`src/rtl/carrd_issue_queue_pkg.sv`:
```
// ----------------------------------------------------------------------------
// carrd_issue_queue_pkg
// Shared types and constants for the CARRD issue queue: FSM state encoding,
// the RISC-V vector opcode fields that identify a vconfig instruction (vsetvl,
// vsetvli, vsetivli), and the packed entry type the FIFO stores.
// No ports.
// ----------------------------------------------------------------------------
package carrd_issue_queue_pkg;

   typedef enum logic [1:0] {
      S_IDLE,
      S_ISSUE,
      S_WAIT
   } state_e;

   localparam logic [6:0] OPC_VECTOR   = 7'b1010111;
   localparam logic [2:0] FUNCT3_OPCFG = 3'b111;

   // One FIFO entry: the instruction word and the scalar rs1 value that the
   // base processor captured alongside it.
   typedef struct packed {
      logic [31:0] instr;
      logic [31:0] xreg;
   } issue_entry_t;

   localparam int ENTRY_W = $bits(issue_entry_t);

   // vconfig instructions complete on issue and never see a done pulse.
   function automatic logic isVconfig(input logic [31:0] instr);
      return (instr[6:0] == OPC_VECTOR) && (instr[14:12] == FUNCT3_OPCFG);
   endfunction

endpackage

```
`src/rtl/carrd_issue_queue_if.sv`:
```
// ----------------------------------------------------------------------------
// carrd_issue_queue_if
// Bundles the base-processor push side, the coprocessor issue side, the unit
// completion pulses and the status outputs of carrd_issue_queue.
//   master : the environment (base processor + coprocessor) side
//   slave  : the issue queue side
// Parameter DEPTH sizes q_count ($clog2(DEPTH)+1 bits).
// ----------------------------------------------------------------------------
interface carrd_issue_queue_if #(
   parameter int DEPTH = 4
);
   localparam int CW = $clog2(DEPTH) + 1;

   logic          base_valid;
   logic [31:0]   base_instr;
   logic [31:0]   base_xreg;
   logic          base_ready;
   logic          flush;
   logic          op_valid;
   logic [31:0]   op_instr;
   logic [31:0]   op_xreg;
   logic          done_vlanes;
   logic          done_vred;
   logic          done_vsldu;
   logic          busy;
   logic [CW-1:0] q_count;
   logic          err_timeout;

   modport master (
      output base_valid, base_instr, base_xreg, flush,
             done_vlanes, done_vred, done_vsldu,
      input  base_ready, op_valid, op_instr, op_xreg,
             busy, q_count, err_timeout
   );

   modport slave (
      input  base_valid, base_instr, base_xreg, flush,
             done_vlanes, done_vred, done_vsldu,
      output base_ready, op_valid, op_instr, op_xreg,
             busy, q_count, err_timeout
   );

endinterface

```
`src/rtl/carrd_instr_fifo.sv`:
```
// ----------------------------------------------------------------------------
// carrd_instr_fifo
// Power-of-two synchronous FIFO holding issue entries.
//   clk, nrst      : clock, asynchronous active-low reset
//   i_push, i_data : write request and data (ignored while full or flushing)
//   i_pop          : read request (ignored while empty or flushing)
//   i_flush        : synchronous clear of both pointers
//   o_data         : current head entry (valid when !o_empty)
//   o_full, o_empty, o_count : occupancy status
// A push while full is refused even if a pop happens in the same cycle.
// ----------------------------------------------------------------------------
module carrd_instr_fifo #(
   parameter int DEPTH = 4,
   parameter int WIDTH = 64
) (
   input  logic                     clk,
   input  logic                     nrst,
   input  logic                     i_push,
   input  logic                     i_pop,
   input  logic                     i_flush,
   input  logic [WIDTH-1:0]         i_data,
   output logic [WIDTH-1:0]         o_data,
   output logic                     o_full,
   output logic                     o_empty,
   output logic [$clog2(DEPTH):0]   o_count
);
   localparam int AW = $clog2(DEPTH);
   localparam logic [AW:0] PTR_ONE = {{AW{1'b0}}, 1'b1};

   logic [AW:0]      r_wrPtr;
   logic [AW:0]      r_rdPtr;
   logic [WIDTH-1:0] r_mem [DEPTH];
   logic             w_doPush;
   logic             w_doPop;

   // Pointers carry one extra wrap bit so full and empty are distinguishable
   // when the index bits match.
   assign o_full   = (r_wrPtr[AW] != r_rdPtr[AW]) && (r_wrPtr[AW-1:0] == r_rdPtr[AW-1:0]);
   assign o_empty  = (r_wrPtr == r_rdPtr);
   assign o_count  = r_wrPtr - r_rdPtr;
   assign o_data   = r_mem[r_rdPtr[AW-1:0]];
   assign w_doPush = i_push && !o_full && !i_flush;
   assign w_doPop  = i_pop && !o_empty && !i_flush;

   always_ff @(posedge clk or negedge nrst) begin
      if (!nrst) begin
         r_wrPtr <= '0;
         r_rdPtr <= '0;
      end else if (i_flush) begin
         r_wrPtr <= '0;
         r_rdPtr <= '0;
      end else begin
         if (w_doPush) r_wrPtr <= r_wrPtr + PTR_ONE;
         if (w_doPop)  r_rdPtr <= r_rdPtr + PTR_ONE;
      end
   end

   // Storage needs no reset: an entry is only read after it has been written.
   always_ff @(posedge clk) begin
      if (w_doPush) r_mem[r_wrPtr[AW-1:0]] <= i_data;
   end

endmodule

```
`src/rtl/carrd_issue_queue.sv`:
```
// ----------------------------------------------------------------------------
// carrd_issue_queue
// Upstream issue stage for the CARRD vector coprocessor. Buffers
// {instruction, scalar operand} pairs from the base processor and issues them
// one at a time, holding each non-vconfig op until a unit reports done.
//   clk, nrst : clock, asynchronous active-low reset
//   bus       : carrd_issue_queue_if.slave (push side, issue side, done
//               pulses, busy / q_count / err_timeout status)
// Parameters: DEPTH (power of two, 2..16), TIMEOUT_CYCLES (watchdog limit).
// Optional feature macro: CARRD_ISSUE_TIMEOUT_EN enables the WAIT watchdog;
// without it err_timeout is tied low and WAIT waits indefinitely.
// ----------------------------------------------------------------------------
module carrd_issue_queue
   import carrd_issue_queue_pkg::*;
#(
   parameter int DEPTH          = 4,
   parameter int TIMEOUT_CYCLES = 255
) (
   input  logic                   clk,
   input  logic                   nrst,
   carrd_issue_queue_if.slave     bus
);
   logic                   w_full;
   logic                   w_empty;
   logic                   w_pop;
   logic                   w_doneAny;
   logic                   w_errTimeout;
   logic [$clog2(DEPTH):0] w_count;
   issue_entry_t           w_head;

   state_e                 r_state;
   state_e                 w_nextState;
   logic                   r_opValid;
   logic [31:0]            r_opInstr;
   logic [31:0]            r_opXreg;

   carrd_instr_fifo #(
      .DEPTH (DEPTH),
      .WIDTH (ENTRY_W)
   ) u_fifo (
      .clk     (clk),
      .nrst    (nrst),
      .i_push  (bus.base_valid),
      .i_pop   (w_pop),
      .i_flush (bus.flush),
      .i_data  ({bus.base_instr, bus.base_xreg}),
      .o_data  (w_head),
      .o_full  (w_full),
      .o_empty (w_empty),
      .o_count (w_count)
   );

   assign w_doneAny = bus.done_vlanes | bus.done_vred | bus.done_vsldu;

   // The limit must fit the widest watchdog counter; this guard keeps the
   // parameter referenced even when the watchdog is compiled out.
   if (TIMEOUT_CYCLES < 1 || TIMEOUT_CYCLES > 65535) begin : g_badTimeoutLimit
   end

`ifdef CARRD_ISSUE_TIMEOUT_EN
   localparam int WD_W = (TIMEOUT_CYCLES > 255) ? 16 : 8;
   localparam logic [WD_W-1:0] WD_LAST = WD_W'(TIMEOUT_CYCLES - 1);
   localparam logic [WD_W-1:0] WD_ONE  = {{(WD_W-1){1'b0}}, 1'b1};

   logic [WD_W-1:0] r_wdCount;
   logic            r_errTimeout;
   logic            w_timeoutHit;
`endif

   // Next-state and pop decision. flush wins over everything; done pulses
   // seen while IDLE are simply not looked at.
   always_comb begin
      w_nextState = r_state;
      w_pop       = 1'b0;
`ifdef CARRD_ISSUE_TIMEOUT_EN
      w_timeoutHit = 1'b0;
`endif
      if (bus.flush) begin
         w_nextState = S_IDLE;
      end else begin
         case (r_state)
            S_IDLE: begin
               if (!w_empty) begin
                  w_pop       = 1'b1;
                  w_nextState = S_ISSUE;
               end
            end
            S_ISSUE: begin
               if (isVconfig(r_opInstr) || w_doneAny) w_nextState = S_IDLE;
               else                                   w_nextState = S_WAIT;
            end
            S_WAIT: begin
               if (w_doneAny) begin
                  w_nextState = S_IDLE;
               end
`ifdef CARRD_ISSUE_TIMEOUT_EN
               else if (r_wdCount == WD_LAST) begin
                  w_nextState  = S_IDLE;
                  w_timeoutHit = 1'b1;
               end
`endif
            end
            default: w_nextState = S_IDLE;
         endcase
      end
   end

   // State and issue registers. op_valid is exactly the pop of the previous
   // cycle, so it is a one-cycle pulse; instr/xreg hold until the next pop.
   always_ff @(posedge clk or negedge nrst) begin
      if (!nrst) begin
         r_state   <= S_IDLE;
         r_opValid <= 1'b0;
         r_opInstr <= '0;
         r_opXreg  <= '0;
      end else begin
         r_state   <= w_nextState;
         r_opValid <= w_pop;
         if (w_pop) begin
            r_opInstr <= w_head.instr;
            r_opXreg  <= w_head.xreg;
         end
      end
   end

`ifdef CARRD_ISSUE_TIMEOUT_EN
   // Watchdog: the counter sits at zero outside WAIT, so it is cleared on
   // entry and counts WAIT cycles. The error flag survives flush.
   always_ff @(posedge clk or negedge nrst) begin
      if (!nrst) begin
         r_wdCount    <= '0;
         r_errTimeout <= 1'b0;
      end else begin
         if (r_state != S_WAIT) r_wdCount <= '0;
         else                   r_wdCount <= r_wdCount + WD_ONE;
         if (w_timeoutHit) r_errTimeout <= 1'b1;
      end
   end

   assign w_errTimeout = r_errTimeout;
`else
   assign w_errTimeout = 1'b0;
`endif

   assign bus.base_ready  = !w_full;
   assign bus.op_valid    = r_opValid;
   assign bus.op_instr    = r_opInstr;
   assign bus.op_xreg     = r_opXreg;
   assign bus.busy        = (r_state != S_IDLE) || !w_empty;
   assign bus.q_count     = w_count;
   assign bus.err_timeout = w_errTimeout;

endmodule

```
`src/flat_wrapper.sv`:
```
// flat-port wrapper written by rule: the top's interface ports become plain ports
module carrd_issue_queue_flat import carrd_issue_queue_pkg::*;
#(
   parameter int DEPTH          = 4,
   parameter int TIMEOUT_CYCLES = 255
)
  (clk, nrst, bus_base_valid, bus_base_instr, bus_base_xreg, bus_flush, bus_done_vlanes, bus_done_vred, bus_done_vsldu, bus_base_ready, bus_op_valid, bus_op_instr, bus_op_xreg, bus_busy, bus_q_count, bus_err_timeout);
  carrd_issue_queue_if #(.DEPTH(DEPTH)) bus_i ();
  input  logic clk;
  input  logic nrst;
  input wire logic [$bits(bus_i.base_valid)-1:0] bus_base_valid;
  input wire logic [$bits(bus_i.base_instr)-1:0] bus_base_instr;
  input wire logic [$bits(bus_i.base_xreg)-1:0] bus_base_xreg;
  input wire logic [$bits(bus_i.flush)-1:0] bus_flush;
  input wire logic [$bits(bus_i.done_vlanes)-1:0] bus_done_vlanes;
  input wire logic [$bits(bus_i.done_vred)-1:0] bus_done_vred;
  input wire logic [$bits(bus_i.done_vsldu)-1:0] bus_done_vsldu;
  output wire logic [$bits(bus_i.base_ready)-1:0] bus_base_ready;
  output wire logic [$bits(bus_i.op_valid)-1:0] bus_op_valid;
  output wire logic [$bits(bus_i.op_instr)-1:0] bus_op_instr;
  output wire logic [$bits(bus_i.op_xreg)-1:0] bus_op_xreg;
  output wire logic [$bits(bus_i.busy)-1:0] bus_busy;
  output wire logic [$bits(bus_i.q_count)-1:0] bus_q_count;
  output wire logic [$bits(bus_i.err_timeout)-1:0] bus_err_timeout;
  assign bus_i.base_valid = bus_base_valid;
  assign bus_i.base_instr = bus_base_instr;
  assign bus_i.base_xreg = bus_base_xreg;
  assign bus_i.flush = bus_flush;
  assign bus_i.done_vlanes = bus_done_vlanes;
  assign bus_i.done_vred = bus_done_vred;
  assign bus_i.done_vsldu = bus_done_vsldu;
  assign bus_base_ready = bus_i.base_ready;
  assign bus_op_valid = bus_i.op_valid;
  assign bus_op_instr = bus_i.op_instr;
  assign bus_op_xreg = bus_i.op_xreg;
  assign bus_busy = bus_i.busy;
  assign bus_q_count = bus_i.q_count;
  assign bus_err_timeout = bus_i.err_timeout;
  carrd_issue_queue #(.DEPTH(DEPTH), .TIMEOUT_CYCLES(TIMEOUT_CYCLES)) u_core (.clk(clk), .nrst(nrst), .bus(bus_i));
endmodule
```
`config.mk`:
```
export PLATFORM = sky130hd
export DESIGN_NAME = carrd_issue_queue_flat
export DESIGN_NICKNAME = d
export VERILOG_FILES = /design/src/rtl/carrd_issue_queue_pkg.sv /design/src/rtl/carrd_issue_queue_if.sv /design/src/rtl/carrd_instr_fifo.sv /design/src/rtl/carrd_issue_queue.sv /design/src/flat_wrapper.sv
export SDC_FILE = /design/constraint.sdc
export NUM_CORES = 1
export LEC_CHECK = 0
export CAP_MARGIN = 20
export CORE_MARGIN = 1.5
export CORE_UTILIZATION = 50
export CTS_CLUSTER_DIAMETER = 60
export DETAILED_ROUTE_END_ITERATION = 10
export PLACE_DENSITY = 0.75
export SLEW_MARGIN = 20
export SYNTH_ARGS = -nofsm -noshare
export SYNTH_HDL_FRONTEND = slang
export SYNTH_SLANG_ARGS = --single-unit
```
`constraint.sdc`:
```
create_clock -name clk -period 3.9 [get_ports clk]
set_input_delay 0.78 -clock clk [delete_from_list [all_inputs] [get_ports clk]]
set_output_delay 0.78 -clock clk [all_outputs]
set_load 0.05 [all_outputs]
```
==> Word level (Yosys, flattened, before mapping) <==
Memory sizes are Yosys's and may differ from the RTL's. A register that Yosys moved wholly into a read port is not among the register bits.
Cells that the tools add are included.
{ "classes": {"n_eq_ne": 9, "n_reduce_logical": 17, "n_bitwise": 2, "n_mux": 14, "add_sub_neg": 3} }
{ "op_table": {"columns": ["op", "n"], "rows": [
  ["2-to-1 mux 3 bit", 4],
  ["2-to-1 mux 2 bit", 4],
  ["== test 7 bit (second input constant)", 1],
  ["adder 3 x 1 -> 3 bit (second input constant)", 2],
  ["logical AND 1 bit", 6],
  ["one-hot mux 2 bit (3 select lines)", 1],
  ["nonzero test 2 bit", 3],
  ["2-to-1 mux 1 bit", 5],
  ["zero test 1 bit", 4],
  ["== test 3 bit", 1],
  ["== test 3 bit (second input constant)", 1],
  ["inequality test 3 x 2 -> 1 bit (second input constant)", 1],
  ["inequality test 3 bit (second input constant)", 1],
  ["subtractor 3 bit", 1],
  ["== test 2 x 1 -> 1 bit (second input constant)", 1],
  ["== test 2 bit", 1],
  ["== test 2 bit (second input constant)", 1],
  ["zero test 2 bit", 1],
  ["logical OR 1 bit", 2],
  ["bitwise OR 1 bit", 2],
  ["AND reduction 2 bit", 1],
  ["inequality test 1 bit", 1]
]} }
{ "totals": {"out_inout_bits": 71, "memories": 1, "word_cells": 50, "in_bits": 71, "ff_bits": 9, "ramBits": 256} }
{ "mem_list": {"columns": ["memory", "depth", "word_bits", "rd", "rd_ports_with_merged_regs", "wr", "line", "rtl"], "rows": [
  ["u_core.u_fifo.r_mem", 4, 64, 1, 1, 1, "carrd_instr_fifo.sv:32", "logic [WIDTH-1:0] r_mem [DEPTH];"]
]} }

==> Logic depth before layout (Yosys ltp) <==
{ "depth": {"ltp_word": 8, "mapped_depth": 10, "mapped_depth_nobuf": 5} }

==> Cells and area by module <==
From an unflattened synthesis, not the netlist that was laid out.
{ "unflattened": {"hier_cells": 550, "hier_area_um2": 12394.4} }
{ "modules_own_cells": {"columns": ["mod", "cells_each", "area_per_inst_um2", "seq_area_each_um2", "instances"], "rows": [
  ["carrd_instr_fifo", 398, 9816.9, 7837.5, 1],
  ["carrd_issue_queue", 152, 2577.5, 1676.6, 1]
]} }

==> Least setup slack after synthesis <==
No wires, ideal clock.
{ "synth_timing": {"path_kind": "register to register", "startpoint": "register u_core.u_fifo.r_rdPtr[1]", "endpoint": "memory u_core.u_fifo.r_mem[0][0], enable pin", "path_buffers": 3, "required_time_ps": 3471, "synth_period_minus_slack_ps": 4181, "setup_time_ps": 429, "stages_incl_launch_ff": 9, "path_slack_ps": -281, "arrival_ps": 3752, "path_cell_list": "dfrtp_1 clkbuf_1 buf_1 inv_1 ha_1 and2_0 clkbuf_1 a21boi_0 and3_1"} }
{ "synth_via": {"elab_chain_len": 7} }
{ "synth_lines": {"columns": ["item", "line", "rtl"], "rows": [
  ["start, declared", "carrd_instr_fifo.sv:31", "logic [AW:0] r_rdPtr;"],
  ["start signal, assigned", "carrd_instr_fifo.sv:54", "if (w_doPop) r_rdPtr <= r_rdPtr + PTR_ONE;"],
  ["== test 2 bit", "carrd_instr_fifo.sv:38", "assign o_full = (r_wrPtr[AW] != r_rdPtr[AW]) && (r_wrPtr[AW-1:0] == r_rdPtr[AW-1:0]);"],
  ["logical AND 1 bit", "carrd_instr_fifo.sv:38", null],
  ["zero test 1 bit", "carrd_instr_fifo.sv:42", "assign w_doPush = i_push && !o_full && !i_flush;"],
  ["logical AND 1 bit (2 in a row)", "carrd_instr_fifo.sv:42", null],
  ["2-to-1 mux 1 bit", "carrd_instr_fifo.sv:60", "if (w_doPush) r_mem[r_wrPtr[AW-1:0]] <= i_data;"],
  ["2-to-1 mux 1 bit (not written as such)", "carrd_instr_fifo.sv:60", null],
  ["end, declared", "carrd_instr_fifo.sv:32", null]
]} }
No other way between the ends.

==> Worst setup path after layout <==
{ "layout_timing": {"startpoint": "register u_core.u_fifo.r_wrPtr[0]", "endpoint": "output bus_q_count[2]"} }
{ "layout_via": {"elab_chain_len": 1} }
{ "layout_lines": {"columns": ["item", "line", "rtl"], "rows": [
  ["start, declared", "carrd_instr_fifo.sv:30", "logic [AW:0] r_wrPtr;"],
  ["start signal, assigned", "carrd_instr_fifo.sv:53", "if (w_doPush) r_wrPtr <= r_wrPtr + PTR_ONE;"],
  ["subtractor 3 bit", "carrd_instr_fifo.sv:40", "assign o_count = r_wrPtr - r_rdPtr;"],
  ["end, declared", "flat_wrapper.sv:23", "output wire logic [$bits(bus_i.q_count)-1:0] bus_q_count;"]
]} }
No other way between the ends.

==> qor.yml <==
finalCritPeriodShare_pct: 90.1
syn_avg_cell_area_um2: 22.8
p_int_mw: 7.47
rsz0062_at_grt: "no"
synth_nets: 617
crit_path_end_kind: "output port"
tightest_slew_ns: 0.964
power_density_mw_per_mm2: 740
r2r_end: "u_core.u_fifo.r_mem[3][17]$_DFFE_PP_"
setup_violations: 0
pwr-share-clk_pct: 25.9
start_util_pct: 50.8
yosysTopAreaCellShare_pct: 62.6
synth.yosys.warnings: 0
timing.fmax_mhz: 285
path_max_fanout: 4
fp.coreArea_mm2: 0.0242
synth_area_mm2: 0.0123
drv_cap: 0
cp-start-kind: "flop"
r2r_cells: 6
slew_headroom_pct: 35.7
fin_nets: 780
numCtsBuffers: 31
synth_most_common_cell: "edfxtp_1"
worstSkewPairLatency_ns: 0.54
ant_nets: 0
max-clock-path-buffers: 3
leakage_nw: 5.14
via_count: 5753
io_pins: 142
drtPass1Iterations: 4
cts_tree: "done"
grtUsageTotal_pct: 19.1
rows: 57
dp_hpwl_mm: 14.4
crit_required_ns: 3.12
timing.rr.start: "u_core.u_fifo.r_wrPtr[0]$_DFFE_PN0P_"
chipWidth_um: 160
place_congestion: 0.745
antenna_found_initial: 1
cts_resized: 0
r2r_slack_ns: 0.86
skew_ns: 0.00915
drcViolationCount: 0
htree_levels: 1
seq_area_frac_synth_pct: 77.5
placed_cells: 992
fin_tns_setup_ns: 0
clockRootBuffer: "clkbuf_16"
grt.overflow.total: 0
routed_via_density: 5.48
period_minus_slack_ns: 3.51
drt_wl_total_mm: 23.2
synth_ff_type: "edfxtp_1"
grt_max_degree: 66
synth_cell_types: 34
die_h_um: 160
drtIter0Drc: 494
syn_inst: 538
final_util_pct: 62.6
status: "finished clean"
drive_gt1_share_pct: 21.5
worst-setup-path-type: "reg -> out"
grt_pass1_vias: 6230
placement.io_buffers: 140
final_cells: 1050
cts.hold.buffers_added: 0
finalHoldViolations: 0
post-cts-setup-buffers: 0
finalMaxSlewViolations: 0
endpoint: "bus_q_count[2]"
crit_path_start: "u_core.u_fifo.r_wrPtr[0]$_DFFE_PN0P_"
power_frac_seq_pct: 40.2
async_flop_share_pct: 22.2
net-switching-power_mw: 3.72
fill_cells: 1580
min_path_type: "in -> async"
total_power_mw: 11.2
area_delta_synth_final_pct: 23.3
synth-edff-count: 256
path_clk_slew_ns: 0.06
crit_arrival_ns: 2.73
ys_top_cells_by_area: "edfxtp_1 (63%), dfrtp_1 (15%), mux4_2 (12%), mux2_1 (4.5%), mux2_2 (1.7%)"
yosys-top-cells-count: "edfxtp_1 (256), dfrtp_1 (73), mux4_2 (64), mux2_1 (49), mux2_2 (19)"
drt-wirelength-per-cell_um: 22.1
yosysTopAreaCell: "edfxtp_1"
ys_ff_latch: 329
cts_num_sinks: 329
grt_pass1_wl_mm: 36.6
swShare_pct: 33.3
combPwrFrac_pct: 33.9
dieArea_mm2: 0.0255
peakVddDrop_mv: 0.492
power groups by stage:
stage               Combinational [mW]  Sequential (mW)  Clock, mW
floorplan                         1.42             5.73          0
global placement                  3.78             4.55          0
detailed placement                3.83             4.57          0
CTS                               3.85             4.51       2.96
global route                      3.99             4.56       3.10
finish                            3.80             4.50       2.89
critical path, stage by stage, from the launching register on:
cell             delay [ns]
dfrtp_1                0.40
inv_1                  0.13
ha_1                   0.25
fa_1                   0.44
xnor2_1                0.17
clkdlybuf4s50_1        0.82
state kept, by name (all words and copies together), names as in the netlist:
name,count
u_core.u_fifo.r_mem,256
u_core.bus.op_instr,32
u_core.bus.op_xreg,32
u_core.u_fifo.r_rdPtr,3
u_core.u_fifo.r_wrPtr,3
u_core.r_state,2
u_core.bus.op_valid,1
cell usage in the layout, fill, tap and decap left out, types with 2 or more instances in the layout:
cell / netlist / layout
edfxtp_1: 256 / 256
clkdlybuf4s50_1: 0 / 139
dfrtp_1: 73 / 71
mux4_2: 64 / 64
mux2_1: 49 / 49
clkbuf_16: 0 / 31
mux2_2: 19 / 19
clkinv_2: 0 / 10
buf_4: 1 / 10
ha_1: 7 / 7
inv_1: 6 / 6
nor2_1: 6 / 6
clkbuf_8: 0 / 6
clkbuf_1: 9 / 6
buf_12: 0 / 5
and3_4: 0 / 4
nand2_1: 3 / 3
nor2b_1: 3 / 3
xnor2_1: 2 / 2
a21boi_0: 2 / 2
nand3_1: 2 / 2
nor3_1: 2 / 2
o2111ai_1: 2 / 2
o31ai_1: 2 / 2
bufinv_16: 0 / 2
dfrtp_4: 0 / 2
through the flow:
step	hold slack, ns	area [µm²]	setup WS [ns]
global placement	0.466	14100	0.846
global route	0.437	15100	0.320
detailed placement	0.475	14100	0.733
CTS	0.401	15100	0.352
floorplan	0.484	12300	0.423
finish	0.365	15100	0.387
worst min-delay path by stage:
stage / to / cells past startpoint
6_report: u_core.bus.op_instr[18]$_DFFE_PN0P_ / 1
5_1_grt: u_core.bus.op_instr[17]$_DFFE_PN0P_ / 1
4_1_cts: u_core.bus.op_instr[18]$_DFFE_PN0P_ / 1
3_5_place_dp: u_core.bus.op_xreg[20]$_DFFE_PN0P_ / 1
3_3_place_gp: u_core.bus.op_instr[20]$_DFFE_PN0P_ / 1
2_1_floorplan: u_core.bus.op_instr[0]$_DFFE_PN0P_ / 0
final cells by class:
cell class	count	area [µm²]	share of cell area [%]
Timing Repair Buffer	154	1570	10.4
Multi-Input combinational cell	179	2610	17.3
Antenna cell	1	2.50	0.0165
Tap cell	324	405	2.68
Sequential cell	329	9520	62.9
Clock inverter	14	123	0.810
Inverter	6	22.5	0.149
Clock buffer	43	881	5.82
metal layers:
layer  track usage (%)  routed length, µm  vias up
met2              31.2              11400      216
met3              4.05               1680       31
met5                 0                  0        -
met1              26.6               9690     2987
li1                  -                  -     2519
met4              4.72                357        0
kinds of logic after synthesis:
kind of cell	count (synthesis)	share of synthesized area, %
flip-flops	329	77.5
multiplexers	132	18.0
buffers and inverters	30	1.38
AND/OR/NAND/NOR	24	1.07
AO/OA/AOI/OAI	10	0.805
adder cells (fa/ha/maj)	8	0.877
XOR/XNOR	4	0.347
other	1	0.0306
(Power assumes the default switching activity.)
